### config.mk
export PLATFORM = sky130hd
export DESIGN_NAME = tanimoto_cmp_array
export DESIGN_NICKNAME = d
export VERILOG_FILES = /design/src/rtl/tanimoto_cmp_array.sv
export SDC_FILE = /design/constraint.sdc
export NUM_CORES = 2
export LEC_CHECK = 0
export CAP_MARGIN = 10
export CELL_PAD_IN_SITES_DETAIL_PLACEMENT = 0
export CELL_PAD_IN_SITES_GLOBAL_PLACEMENT = 1
export CORE_ASPECT_RATIO = 1.4
export CORE_MARGIN = 8
export CORE_UTILIZATION = 35
export DETAILED_ROUTE_END_ITERATION = 12
export PLACE_DENSITY_LB_ADDON = 0.1
export SETUP_SLACK_MARGIN = 0.2
export SLEW_MARGIN = 10
export SYNTH_ARGS = -nofsm -noshare
export SYNTH_HDL_FRONTEND = slang
export SYNTH_SLANG_ARGS = --single-unit
### constraint.sdc
create_clock -name clk -period 8.5 [get_ports clk]
set_input_delay 2.55 -clock clk [delete_from_list [all_inputs] [get_ports clk]]
set_output_delay 2.55 -clock clk [all_outputs]
set_load 0.01 [all_outputs]
### src/rtl/tanimoto_cmp_array.sv
`default_nettype none
// ============================================================================
// Module   : tanimoto_cmp_array
// Brief    : Multi-lane Tanimoto threshold comparator. Each lane looks up a
//            threshold indexed by popcount(A)+popcount(B) and matches when
//            popcount(A&B) reaches it. LOAD/RUN/DRAIN mode control guards
//            table updates against in-flight beats.
// Options  : define TANIMOTO_CMP_STATS_EN to enable the saturating match
//            counter on o_MatchCnt (tied to zero otherwise).
// Revision : 1.0 - initial release
// ============================================================================
module tanimoto_cmp_array #(
    parameter  int VECTOR_WIDTH = 35,
    parameter  int LANES        = 4,
    parameter  int ID_WIDTH     = 16,
    localparam int CNT_WIDTH    = $clog2(VECTOR_WIDTH + 1),
    localparam int SUM_WIDTH    = CNT_WIDTH + 1
) (
    input  logic                       clk,
    input  logic                       rst,
    input  logic [LANES*CNT_WIDTH-1:0] i_CntA,
    input  logic [LANES*CNT_WIDTH-1:0] i_CntB,
    input  logic [LANES*CNT_WIDTH-1:0] i_CntC,
    input  logic [ID_WIDTH-1:0]        i_Id,
    input  logic                       i_Valid,
    output logic                       o_Ready,
    output logic [LANES-1:0]           o_Match,
    output logic [ID_WIDTH-1:0]        o_Id,
    output logic                       o_Valid,
    input  logic                       i_Ready,
    input  logic                       i_ThrWrEn,
    input  logic [SUM_WIDTH-1:0]       i_ThrAddr,
    input  logic [SUM_WIDTH-1:0]       i_ThrDin,
    input  logic                       i_Run,
    input  logic                       i_Load,
    output logic [1:0]                 o_Mode,
    output logic                       o_RangeErr,
    output logic [31:0]                o_MatchCnt
);

    localparam int                   c_TBL_DEPTH   = 2 * VECTOR_WIDTH + 1;
    localparam logic [SUM_WIDTH-1:0] c_TBL_DEPTH_S = SUM_WIDTH'(c_TBL_DEPTH);
    localparam logic [CNT_WIDTH-1:0] c_CNT_MAX     = CNT_WIDTH'(VECTOR_WIDTH);

    localparam logic [1:0] c_MODE_LOAD  = 2'b00;
    localparam logic [1:0] c_MODE_RUN   = 2'b01;
    localparam logic [1:0] c_MODE_DRAIN = 2'b10;

    logic [1:0]                 r_mode;
    logic                       r_range_err;
    logic [SUM_WIDTH-1:0]       r_thr_mem [c_TBL_DEPTH];

    logic                       r_s0_valid;
    logic [LANES*CNT_WIDTH-1:0] r_s0_a;
    logic [LANES*CNT_WIDTH-1:0] r_s0_b;
    logic [LANES*CNT_WIDTH-1:0] r_s0_c;
    logic [ID_WIDTH-1:0]        r_s0_id;

    logic                       r_s1_valid;
    logic [LANES*CNT_WIDTH-1:0] r_s1_c;
    logic [LANES-1:0]           r_s1_rerr;
    logic [ID_WIDTH-1:0]        r_s1_id;

    logic                       r_out_valid;
    logic [LANES-1:0]           r_out_match;
    logic [ID_WIDTH-1:0]        r_out_id;

    logic                       w_advance;
    logic                       w_accept;
    logic                       w_empty;
    logic [LANES-1:0]           w_rerr;
    logic [LANES-1:0]           w_match;

    // Whole pipeline moves together; it only freezes on a blocked output.
    assign w_advance = !r_out_valid || i_Ready;
    assign o_Ready   = (r_mode == c_MODE_RUN) && w_advance;
    assign w_accept  = i_Valid && o_Ready;
    assign w_empty   = !r_s0_valid && !r_s1_valid && !r_out_valid;

    assign o_Valid    = r_out_valid;
    assign o_Match    = r_out_match;
    assign o_Id       = r_out_id;
    assign o_Mode     = r_mode;
    assign o_RangeErr = r_range_err;

    // Threshold table writes, only honoured in LOAD and within the table.
    always_ff @(posedge clk) begin
        if (r_mode == c_MODE_LOAD && i_ThrWrEn && i_ThrAddr < c_TBL_DEPTH_S) begin
            r_thr_mem[i_ThrAddr] <= i_ThrDin;
        end
    end

    for (genvar k = 0; k < LANES; k++) begin : g_lane
        logic [CNT_WIDTH-1:0] w_a;
        logic [CNT_WIDTH-1:0] w_b;
        logic [CNT_WIDTH-1:0] w_c;
        logic [CNT_WIDTH-1:0] w_s1_c;
        logic [SUM_WIDTH-1:0] w_sum;
        logic [SUM_WIDTH-1:0] w_addr;
        logic [SUM_WIDTH-1:0] r_thr_q;

        assign w_a    = r_s0_a[k*CNT_WIDTH +: CNT_WIDTH];
        assign w_b    = r_s0_b[k*CNT_WIDTH +: CNT_WIDTH];
        assign w_c    = r_s0_c[k*CNT_WIDTH +: CNT_WIDTH];
        assign w_sum  = {1'b0, w_a} + {1'b0, w_b};
        assign w_rerr[k] = (w_a > c_CNT_MAX) || (w_b > c_CNT_MAX) || (w_c > c_CNT_MAX);
        // Out-of-range sums cannot match anyway; keep the read address legal.
        assign w_addr = (w_sum < c_TBL_DEPTH_S) ? w_sum : '0;

        // Synchronous table read for this lane, enabled with the pipeline.
        always_ff @(posedge clk) begin
            if (w_advance) begin
                r_thr_q <= r_thr_mem[w_addr];
            end
        end

        assign w_s1_c     = r_s1_c[k*CNT_WIDTH +: CNT_WIDTH];
        assign w_match[k] = !r_s1_rerr[k] && ({1'b0, w_s1_c} >= r_thr_q);
    end

    // Three-stage datapath: input capture, sum/lookup, compare into output.
    always_ff @(posedge clk) begin
        if (rst) begin
            r_s0_valid  <= 1'b0;
            r_s1_valid  <= 1'b0;
            r_out_valid <= 1'b0;
            r_out_match <= '0;
            r_out_id    <= '0;
            r_range_err <= 1'b0;
        end else if (w_advance) begin
            r_s0_valid  <= w_accept;
            r_s0_a      <= i_CntA;
            r_s0_b      <= i_CntB;
            r_s0_c      <= i_CntC;
            r_s0_id     <= i_Id;

            r_s1_valid  <= r_s0_valid;
            r_s1_c      <= r_s0_c;
            r_s1_rerr   <= w_rerr;
            r_s1_id     <= r_s0_id;

            r_out_valid <= r_s1_valid;
            r_out_match <= r_s1_valid ? w_match : '0;
            r_out_id    <= r_s1_id;

            if (r_s0_valid && (|w_rerr)) begin
                r_range_err <= 1'b1;
            end
        end
    end

    // Mode control; DRAIN returns to LOAD once every stage is empty.
    always_ff @(posedge clk) begin
        if (rst) begin
            r_mode <= c_MODE_LOAD;
        end else begin
            case (r_mode)
                c_MODE_LOAD:  if (i_Run)   r_mode <= c_MODE_RUN;
                c_MODE_RUN:   if (i_Load)  r_mode <= c_MODE_DRAIN;
                c_MODE_DRAIN: if (w_empty) r_mode <= c_MODE_LOAD;
                default:                   r_mode <= c_MODE_LOAD;
            endcase
        end
    end

`ifdef TANIMOTO_CMP_STATS_EN
    logic [31:0] r_match_cnt;
    logic [31:0] w_pop;
    logic [32:0] w_cnt_next;

    // Number of matching lanes in the current output beat.
    always_comb begin
        w_pop = '0;
        for (int i = 0; i < LANES; i++) begin
            w_pop = w_pop + 32'(r_out_match[i]);
        end
    end

    assign w_cnt_next = {1'b0, r_match_cnt} + {1'b0, w_pop};

    // Saturating accumulation of matches on each consumed output beat.
    always_ff @(posedge clk) begin
        if (rst) begin
            r_match_cnt <= '0;
        end else if (r_out_valid && i_Ready) begin
            r_match_cnt <= w_cnt_next[32] ? 32'hFFFF_FFFF : w_cnt_next[31:0];
        end
    end

    assign o_MatchCnt = r_match_cnt;
`else
    assign o_MatchCnt = '0;
`endif

endmodule
`default_nettype wire

# == Word-level counts from Yosys, hierarchy flattened ==
# Memory sizes are Yosys's and may differ from the RTL's. A register that Yosys moved wholly into a read port is not among the register bits.
# Cells that the tools add are included.
# word_totals
ff_bits,158
ram_bits,497
mem_count,1
# classes
addsub,4
magnitude_cmp,21
eq_ne,5
muxes,11
n_bitwise,1
n_reduce_logical,32
# memory_table
name,words,width,rd,rd_clocked_by_memory_dff,write_ports,line_no,rtl
r_thr_mem,71,7,4,4,1,51,logic [SUM_WIDTH-1:0] r_thr_mem [c_TBL_DEPTH];
# op_table
operator,n
$gt 6x6->1 const B,12
$lt 7x7->1 const B,5
$add 6x6->7,4
$ge 6x7->1,4
$mux 7,4
$logic_and 1x1->1,11
$logic_or 1x1->1,9
$logic_not 1->1,7
$mux 2,3
$ne 2x2->1 const B,3
$pmux 2 s3,1
$mux 4,1
$reduce_and 2->1,2
$reduce_or 4->1,1
$reduce_and 3->1,1
$eq 2x1->1 const B,1
$eq 2x2->1 const B,1
$logic_not 2->1,1
$mux 1,2
$not 1->1,1

# == Longest topological paths before layout ==
# depth
word_depth,6
depth_mapped,14
depth_no_buf,11

# == Worst setup path before layout ==
# OpenSTA, ideal clock, no wires.
# synth_path
path_type,input port to flip-flop
start,input rst
end,register r_s0_a[0] (enable)
setup_time_ns,0.626
arrival_ns,8.447
t_required_ns,7.874
setup_slack_ns,-0.573
stages,3
cell_sequence,clkbuf_1 -> buf_1 -> nor2_1
# synth_between
elab_chain_len,2
# synth_rtl
element,line_no,rtl
start: declaration,20,"input logic rst,"
$not 1->1 (no line),n/a,
$reduce_and 2->1 (no line),n/a,
end signal: assignment,132,r_s0_a <= i_CntA;
end: declaration,54,logic [LANES*CNT_WIDTH-1:0] r_s0_a;
# No other way between the ends.
# A chain may end at the register's enable or synchronous reset.

# == Final worst setup path ==
# layout_path
start,input i_Ready
end,output o_Ready
# layout_between
elab_chain_len,2
# layout_rtl
element,line_no,rtl
start: declaration,30,"input logic i_Ready,"
$logic_or 1x1->1,75,assign w_advance = !r_out_valid || i_Ready;
$logic_and 1x1->1,76,assign o_Ready = (r_mode == c_MODE_RUN) && w_advance;
end: declaration,26,"output logic o_Ready,"
# No other way between the ends.

==> qor.yml <==
status: "complete, but fails checks"
violations: "max-capacitance violations, max-slew violations"
grt_pass1_wl_mm: 324
netlist_area_mm2: 0.0422
stdcell_count: 5768
fin_crit_sh: 0.785
routed_via_density: 6.90
clock_latency_ns: 0.69
drc: 0
initial_core_util: 0.351
area_growth_pct: 14.9
antenna_found_initial: 20
synthesis.instances: 4037
first_global_vias: 37600
drtIter0Drc: 6745
synth_top_area_cell: "edfxtp_1"
power-per-cell-area_mw_per_mm2: 241
synth_seq_area_share: 0.479
synthArstFlopShare: 0
wl_mm: 240
grt_max_degree: 131
grt_use_total: 0.353
layout_min_cycle_time_ns: 6.67
wire_per_inst_um: 41.6
fmax_ghz: 0.150
io_buffers: 133
root_buffer: "clkbuf_16"
cp-end-kind: "output pin"
rows: 151
fin_nets: 4253
io_pins: 166
hp-class: "reg -> reg"
finalWeightedCongestion: 1.10
crit_type: "in -> out"
cts_hold_buffers: 0
layout-drive-gt1-share: 0.131
hold_violations: 0
die_area_mm2: 0.132
setup_viol: 0
die_w_um: 310
ys_ff_latch: 683
ant_nets: 0
postCtsSetupBuffers: 0
cts_sinks: 683
tightest_slew_ns: 1.51
avgSynthCellArea_um2: 10.5
tns_ns: 0
gr-total-overflow: 0
synth_top_cells_by_count: "edfxtp_1, nand2_1, nor2_1"
dp_cells: 5620
clk_pin_slew_worst_paths_ns: 0.07
fp.dieH_um: 427
p_leak_nw: 16.5
htreeDepth: 3
cts_buffer_depth: 3
vias: 39800
synth_top_cell_area_share: 0.467
core-area_mm2: 0.120
synth-main-ff-cell: "edfxtp_1"
numCtsBuffers: 74
yosysMostFrequentCell: "edfxtp_1"
firstDrtPassIters: 9
cap_violations: 1
ys_warn_count: 0
clock_skew_ns: 0.0291
slew_violations: 2
cts_tree: "done"
worstPathMaxFanout: 25
peakVddDrop_v: 0.000200
hpwl_mm: 168
worstSetupStartpointType: "input pin"
cts_resized: 0
required_ns: 5.95
synthDistinctLibCells: 96
arrival_ns: 4.12
rsz0062_at_grt: "no"
synth_area_leaders: "edfxtp_1, mux4_2, mux2i_1"
synth-edff-count: 657
slew_headroom: -0.0198
-- where the power goes --
part	switching (W)	leakage (nW)	total, W	internal, W
clock network	0.00149	1.27	0.00363	0.00213
registers	0.0000870	6.26	0.00392	0.00383
logic	0.00305	8.98	0.00416	0.00111
total	0.00462	16.5	0.0117	0.00708
-- logic make-up (layout without fill, tap and decap cells) --
family,Yosys count,after routing,share of synthesized area
buffers and inverters,413,495,0.0411
multiplexers,416,416,0.138
other,1,44,0.0000888
AO/OA/AOI/OAI,1179,1179,0.192
flip-flops,683,683,0.479
XOR/XNOR,12,12,0.00249
adder cells (fa/ha/maj),52,52,0.0161
AND/OR/NAND/NOR,1281,1281,0.130
-- critical path, cell delays in order --
cell	delay, ns
clkdlybuf4s50_1	0.41
nor2b_2	0.11
buf_4	0.31
inv_2	0.06
and3_1	0.19
clkdlybuf4s50_1	0.48
-- cells in the final DEF (no fill, tap or decap), types with 86 or more instances in the layout --
master and instances:
nor2_1 396, nand3_1 96, mux2i_1 230, a21oi_1 235
mux4_2 128, nor3_1 86, a31oi_1 138, edfxtp_1 657
o21ai_0 181, buf_4 142, nand2_1 530, clkdlybuf4s50_1 126
-- flip-flops by register name, indices dropped and copies added, names as in the netlist, 2 cells and up --
signal	count
r_s1_rerr	4
o_Id	16
r_s0_c	24
r_s0_b	24
r_s0_a	24
g_lane.r_thr_q	28
r_s0_id	16
r_s1_c	24
o_Match	4
r_s1_id	16
o_Mode	2
r_thr_mem	497
-- through the flow --
step | hold WS, ns | worst slack (ns) | util | power, W | instance area, µm²
after floorplan | 0.400 | 1.67 | - | 0.00591 | 42400
after global placement | 0.402 | 1.77 | 0.381 | 0.00788 | 45900
after detailed placement | 0.405 | 1.80 | 0.381 | 0.00788 | 45900
after CTS | 0.418 | 1.80 | 0.403 | 0.0115 | 48500
after global routing | 0.425 | 1.73 | 0.403 | 0.0118 | 48500
final | 0.417 | 1.83 | 0.403 | 0.0117 | 48500
-- path summary, 6_finish.rpt --
| check | from | endpoint | slack, ns | cells after the start |
|---|---|---|---|---|
| worst min register to register | r_s0_c[13]$_DFFE_PP_ | r_s1_c[13]$_DFFE_PP_ | 0.42 | 0 |
| worst min-delay path | r_s0_c[13]$_DFFE_PP_ | r_s1_c[13]$_DFFE_PP_ | 0.42 | 0 |
| worst max register to register | r_s0_a[12]$_DFFE_PP_ | g_lane[2].r_thr_q[6]$_DFFE_PN_ | 2.15 | 13 |
| worst max-delay path | i_Ready | o_Ready | 1.83 | 6 |
-- layout make-up --
type / count / area (µm²)
antenna: 12 / 30.0
clock buffer: 87 / 1980
fill: 11600 / 71800
multi-input combinational: 2972 / 20800
inverter: 78 / 294
sequential: 683 / 20200
tap: 1606 / 2010
clock inverter: 47 / 647
timing repair buffer: 283 / 2520
-- routing by layer --
| metal | GRT usage | routed length, µm | up-vias |
|---|---|---|---|
| li1 | - | - | 15900 |
| met1 | 0.422 | 85800 | 19700 |
| met2 | 0.536 | 104000 | 3265 |
| met3 | 0.105 | 28000 | 960 |
| met4 | 0.264 | 22100 | 10 |
| met5 | 0 | 57 | - |
(Power assumes the default switching activity.)
